[config.mk]
export PLATFORM = sky130hd
export DESIGN_NAME = fir_sample_src
export DESIGN_NICKNAME = d
export VERILOG_FILES = /design/src/rtl/fir_sample_src.sv
export SDC_FILE = /design/constraint.sdc
export NUM_CORES = 1
export LEC_CHECK = 0
export ABC_AREA = 1
export ABC_CLOCK_PERIOD_IN_PS = 2700
export CORE_MARGIN = 2
export CORE_UTILIZATION = 45
export CTS_BUF_LIST = sky130_fd_sc_hd__clkbuf_4
export DETAILED_ROUTE_END_ITERATION = 10
export GPL_TIMING_DRIVEN = 0
export HOLD_SLACK_MARGIN = 0.08
export MAX_ROUTING_LAYER = met4
export PLACE_DENSITY_LB_ADDON = 0.1
export SYNTH_ARGS = -nofsm -noshare
export SYNTH_HDL_FRONTEND = slang
export SYNTH_SLANG_ARGS = --single-unit
[constraint.sdc]
create_clock -name clk -period 2.7 [get_ports clk]
set_input_delay 0.54 -clock clk [delete_from_list [all_inputs] [get_ports clk]]
set_output_delay 0.54 -clock clk [all_outputs]
set_load 0.02 [all_outputs]
[src/rtl/fir_sample_src.sv]
// Sample feeder for the 4-tap FIR: buffers framed samples in a FIFO, streams them
// one per cycle, appends NTAPS-1 zero flush samples per frame and owns c0..c3.
module fir_sample_src #(
  parameter int DW    = 17,
  parameter int DEPTH = 16,
  parameter int NTAPS = 4
) (
  input  logic          clk,
  input  logic          reset,
  input  logic [DW-1:0] s_data,
  input  logic          s_valid,
  input  logic          s_last,
  output logic          s_ready,
  input  logic          enable,
  input  logic          coef_wr,
  input  logic [1:0]    coef_addr,
  input  logic [DW-1:0] coef_data,
  output logic          coef_err,
  output logic [DW-1:0] x_in,
  output logic          in_data_vld,
  output logic [DW-1:0] c0,
  output logic [DW-1:0] c1,
  output logic [DW-1:0] c2,
  output logic [DW-1:0] c3,
  output logic          busy,
  output logic          frame_done
);

  localparam int AW  = $clog2(DEPTH);
  localparam int CW  = AW + 1;
  localparam int FCW = (NTAPS > 2) ? $clog2(NTAPS) : 1;
  localparam logic [CW-1:0]  FULL_CNT   = CW'(DEPTH);
  localparam logic [FCW-1:0] FLUSH_LAST = FCW'(NTAPS - 1);

  typedef enum logic [1:0] {
    IDLE   = 2'd0,
    STREAM = 2'd1,
    FLUSH  = 2'd2
  } state_t;

  state_t         state_q, state_d;
  logic [FCW-1:0] flush_cnt_q, flush_cnt_d;
  logic [DW:0]    mem_q [DEPTH];
  logic [AW-1:0]  wr_ptr_q, wr_ptr_d;
  logic [AW-1:0]  rd_ptr_q, rd_ptr_d;
  logic [CW-1:0]  count_q, count_d;
  logic           s_ready_q, s_ready_d;
  logic [DW-1:0]  x_in_q, x_in_d;
  logic           vld_q, vld_d;
  logic           busy_q, busy_d;
  logic           frame_done_q, frame_done_d;
  logic           coef_err_q, coef_err_d;
  logic [DW-1:0]  coef_q [4];
  logic [DW-1:0]  coef_d [4];
  logic           push;
  logic           pop;
  logic [DW:0]    head;

  // FIFO bookkeeping; s_ready is the registered view of the post-edge count
  always_comb begin
    push     = s_valid & s_ready_q;
    head     = mem_q[rd_ptr_q];
    wr_ptr_d = push ? (wr_ptr_q + AW'(1)) : wr_ptr_q;
    rd_ptr_d = pop  ? (rd_ptr_q + AW'(1)) : rd_ptr_q;
    case ({push, pop})
      2'b10:   count_d = count_q + CW'(1);
      2'b01:   count_d = count_q - CW'(1);
      default: count_d = count_q;
    endcase
    s_ready_d = (count_d != FULL_CNT);
  end

  // Frame sequencer: stream FIFO entries, then emit the zero flush tail
  always_comb begin
    state_d      = state_q;
    flush_cnt_d  = flush_cnt_q;
    x_in_d       = '0;
    vld_d        = 1'b0;
    frame_done_d = 1'b0;
    pop          = 1'b0;
    case (state_q)
      IDLE, STREAM: begin
        if (enable && (count_q != '0)) begin
          pop    = 1'b1;
          x_in_d = head[DW-1:0];
          vld_d  = 1'b1;
          if (head[DW]) begin
            state_d     = FLUSH;
            flush_cnt_d = '0;
          end else begin
            state_d = STREAM;
          end
        end else begin
          state_d = state_q;
        end
      end
      FLUSH: begin
        // All zeros already out: close the frame whether or not enable is high
        if (flush_cnt_q == FLUSH_LAST) begin
          frame_done_d = 1'b1;
          flush_cnt_d  = '0;
          state_d      = IDLE;
        end else if (enable) begin
          vld_d       = 1'b1;
          flush_cnt_d = flush_cnt_q + FCW'(1);
        end else begin
          flush_cnt_d = flush_cnt_q;
        end
      end
      default: begin
        state_d = IDLE;
      end
    endcase
    busy_d = (state_d != IDLE);
  end

  // Coefficient writes are only honoured between frames
  always_comb begin
    coef_d     = coef_q;
    coef_err_d = 1'b0;
    if (coef_wr) begin
      if (busy_q) begin
        coef_err_d = 1'b1;
      end else begin
        coef_d[coef_addr] = coef_data;
      end
    end else begin
      coef_err_d = 1'b0;
    end
  end

  // FIFO storage; contents are don't-care while count is zero
  always_ff @(posedge clk) begin
    if (push) begin
      mem_q[wr_ptr_q] <= {s_last, s_data};
    end
  end

  // Control, output and coefficient registers
  always_ff @(posedge clk) begin
    if (reset) begin
      state_q      <= IDLE;
      flush_cnt_q  <= '0;
      wr_ptr_q     <= '0;
      rd_ptr_q     <= '0;
      count_q      <= '0;
      s_ready_q    <= 1'b1;
      x_in_q       <= '0;
      vld_q        <= 1'b0;
      busy_q       <= 1'b0;
      frame_done_q <= 1'b0;
      coef_err_q   <= 1'b0;
      for (int i = 0; i < 4; i++) begin
        coef_q[i] <= '0;
      end
    end else begin
      state_q      <= state_d;
      flush_cnt_q  <= flush_cnt_d;
      wr_ptr_q     <= wr_ptr_d;
      rd_ptr_q     <= rd_ptr_d;
      count_q      <= count_d;
      s_ready_q    <= s_ready_d;
      x_in_q       <= x_in_d;
      vld_q        <= vld_d;
      busy_q       <= busy_d;
      frame_done_q <= frame_done_d;
      coef_err_q   <= coef_err_d;
      coef_q       <= coef_d;
    end
  end

  assign s_ready     = s_ready_q;
  assign x_in        = x_in_q;
  assign in_data_vld = vld_q;
  assign busy        = busy_q;
  assign frame_done  = frame_done_q;
  assign coef_err    = coef_err_q;
  assign c0          = coef_q[0];
  assign c1          = coef_q[1];
  assign c2          = coef_q[2];
  assign c3          = coef_q[3];

endmodule

==> impl_metrics.json <==
{
  "synth-compound-area-share_pct": 13.6,
  "synth-edff-count": 288,
  "worstPathArrival_ps": 3070,
  "drive_gt1_share_pct": 14.8,
  "slew_headroom_pct": 38.3,
  "final_nets": 1607,
  "yosysUniqueCellTypes": 38,
  "setup_violations": 0,
  "synth_nets": 1355,
  "wire_per_inst_um": 20.2,
  "clk_path_buf_depth": 3,
  "io_buffers": 129,
  "h-tree-depth": 3,
  "min_to": "coef_err$_SDFF_PP0_",
  "synth_top_family_by_area": "compound AO/OA/AOI/OAI gates",
  "clock_sinks": 399,
  "cts_buffers": 103,
  "initial_core_util_pct": 45.4,
  "synth_area_um2": 15600,
  "crit_family": "buffers and inverters",
  "netlist.area_leader.share_pct": 55.4,
  "powerDensity_nw_per_um2": 852,
  "cts-root-buf": "clkbuf_4",
  "fin_setup_tns_ps": 0,
  "yosys_warnings": 0,
  "syn_avg_cell_area_um2": 12.0,
  "synth_seq_cells": 399,
  "grt_pass1_wl_um": 63300,
  "status": "finished clean",
  "period_share_pct": 91.7,
  "ios": 132,
  "fin_hold_ws_ps": 320,
  "fillerInstances": 3007,
  "dp_cells": 1905,
  "grt_max_degree": 17,
  "cts-resized-gates": 0,
  "cts_tree": "built",
  "die-height_um": 190,
  "die-area_um2": 36200,
  "antenna_found_initial": 2,
  "drc": 0,
  "grt_pass1_vias": 10800,
  "fp.dieW_um": 190,
  "cts-hold-fix-buffers": 2,
  "area_growth_syn_to_layout_pct": 22.0,
  "grt_overflow": 0,
  "drtIter0Drc": 913,
  "path_class": "reg2reg",
  "hold_viol_final": 0,
  "rr_endpoint": "x_in[3]$_SDFF_PP0_",
  "drt-total-wl_um": 42000,
  "critPathLaunchType": "register",
  "post_drt_via_cell_ratio": 5.20,
  "synthAdderAreaFrac_pct": 0.641,
  "max-cap-violations": 0,
  "rows": 68,
  "min_period_ps": 2480,
  "post_cts_buffers": 0,
  "synth-main-ff-cell": "edfxtp_1",
  "instances_no_fill": 2084,
  "cp_common_cell": "clkbuf_1",
  "synth_area_leaders": "edfxtp_1 (55%), dfxtp_1 (14%), o21ai_0 (5.6%)",
  "endpoint_kind": "register",
  "power_mw": 16.2,
  "hpwl_um": 28100,
  "cp_cell_sequence": "clkbuf_1 -> clkbuf_1 -> o21ai_1 -> a211oi_1",
  "placed_cell_area_um2": 17800,
  "maxSlewViolCount": 0,
  "worstPathMaxFanout": 10,
  "design_area_um2": 19000,
  "pre_cts_ws_ps": -133,
  "ant_nets": 0,
  "utilization_pct": 55.4,
  "clkTransAtPathRegs_ps": 60,
  "worstPathRequired_ps": 3290,
  "ys_seq_area_share_pct": 69.7,
  "design.core.area_um2": 34400,
  "firstDrtPassIters": 5,
  "synthMuxAreaShare_pct": 3.27,
  "synthArstFlopShare_pct": 0,
  "p_leak_nw": 6.81,
  "vias": 10800,
  "reg2reg_depth": 4,
  "rrSetupSlack_ps": 220,
  "fin_ws_ps": 224,
  "synth-xor-area-share_pct": 0.217,
  "fmaxAchievable_ghz": 0.404,
  "synthCells": 1305,
  "cp_slowest_cell": "a211oi_1",
  "clk_latency_ps": 770,
  "yosysTopAreaCell": "edfxtp_1",
  "hp-start": "coef_wr",
  "critPathMaxStageDelay_ps": 580,
  "min_path_type": "in2reg",
  "cp.buffers_inverters": 2,
  "fin_worst_skew_ps": 38.5,
  "finalWeightedCongestion": 0.829,
  "tightest_slew_ps": 926,
  "rsz0062_at_grt": "false",
  "peakVddDrop_mv": 0.488,
  "worst_hold_path.num_cells": 3,
  "track_usage_pct": 24.3,
  "synth-simple-area-share_pct": 7.09
}
how the worst max path moves through the flow:
stage,end,cells past startpoint
after floorplan,mem_q[0][0]$_DFFE_PP_,4
after global placement,mem_q[6][10]$_DFFE_PP_,5
after detailed placement,mem_q[14][10]$_DFFE_PP_,6
after CTS,x_in[3]$_SDFF_PP0_,4
after global routing,x_in[3]$_SDFF_PP0_,4
final,x_in[3]$_SDFF_PP0_,4
per-layer routing:
layer  vias up  wire, um  GRT usage [%]  part of all wire (%)
met5         -         0              -                     0
met4         0      1170           9.15                   2.8
met3        79      3240           6.24                   7.7
met2       427     19300           36.7                    46
met1      5159     18400           31.6                    44
li1       5176         -              -                     -
kinds of logic (layout without fill, tap and decap cells):
kind of cell,Yosys count,in the layout
AOI/OAI and AO/OA,381,381
muxes,51,51
buffers and inverters,199,521
adders and majority gates,8,8
other,0,2
xor gates and xnor gates,3,3
DFF,399,399
and+or+nand+nor,264,264
synth_stat cells (2+ instances only):
cell	n
o21ai_0	176
nor2_2	2
nand2_2	4
a21oi_1	105
o21ai_1	23
o211ai_1	38
buf_6	10
nand2_1	61
inv_2	6
buf_1	8
buf_2	15
nor3_1	2
inv_1	117
nor3_2	2
nor2_1	169
clkbuf_1	37
clkinv_1	4
ha_1	8
dfxtp_1	111
nand3_4	2
mux2i_1	51
nand3_1	18
edfxtp_1	288
xnor2_1	2
a211oi_1	33
state kept, by name, indices dropped and copies added, names as in the netlist, named ones only:
register and count:
c1 17, c0 17, flush_cnt_q 2, coef_err 1
x_in 17, count_q 5, c3 17, frame_done 1
s_ready 1, c2 17, wr_ptr_q 4, mem_q 288
state_q 2, in_data_vld 1, busy 1, rd_ptr_q 4
worst min-delay path, delay by kind of cell:
| family | cells | cell delay, ps |
|---|---|---|
| buffers and inverters | 1 | 420 |
| and+or+nand+nor | 2 | 90 |
power breakdown:
part	switching (mW)	internal [mW]
registers	0.151	6.88
clock network	2.37	2.63
logic	2.67	1.51
total	5.20	11.0
layout by cell type (no fill, tap or decap), types with 4 or more instances in the layout:
| master | synthesis | layout |
|---|---|---|
| buf_8 | 1 | 13 |
| inv_1 | 117 | 117 |
| buf_2 | 15 | 15 |
| o21ai_0 | 176 | 176 |
| edfxtp_1 | 288 | 288 |
| nand3_1 | 18 | 18 |
| nor2_2 | 2 | 18 |
| buf_1 | 8 | 8 |
| nand2_1 | 61 | 61 |
| ha_1 | 8 | 8 |
| o21ai_1 | 23 | 23 |
| a211oi_1 | 33 | 33 |
| a21oi_1 | 105 | 105 |
| clkbuf_1 | 37 | 37 |
| clkinv_1 | 4 | 21 |
| nor2_1 | 169 | 153 |
| clkdlybuf4s50_1 | 0 | 129 |
| clkinv_2 | 0 | 4 |
| nand2_2 | 4 | 4 |
| buf_6 | 10 | 12 |
| o211ai_1 | 38 | 38 |
| mux2i_1 | 51 | 51 |
| inv_2 | 6 | 8 |
| dfxtp_1 | 111 | 111 |
| clkbuf_4 | 0 | 151 |
layout make-up:
type                       instances  area [um^2]  area share, %
buffer                            72          392           2.06
inverter                         127          477           2.50
sequential                       399        10900           57.1
timing repair buffer             147         1570           8.24
antenna                            2         5.00         0.0263
tap                              455          569           2.99
clock inverter                    24          121          0.637
clock buffer                     151         1130           5.95
multi-input combinational        707         3910           20.5
Power figures use the tool's default switching activity.
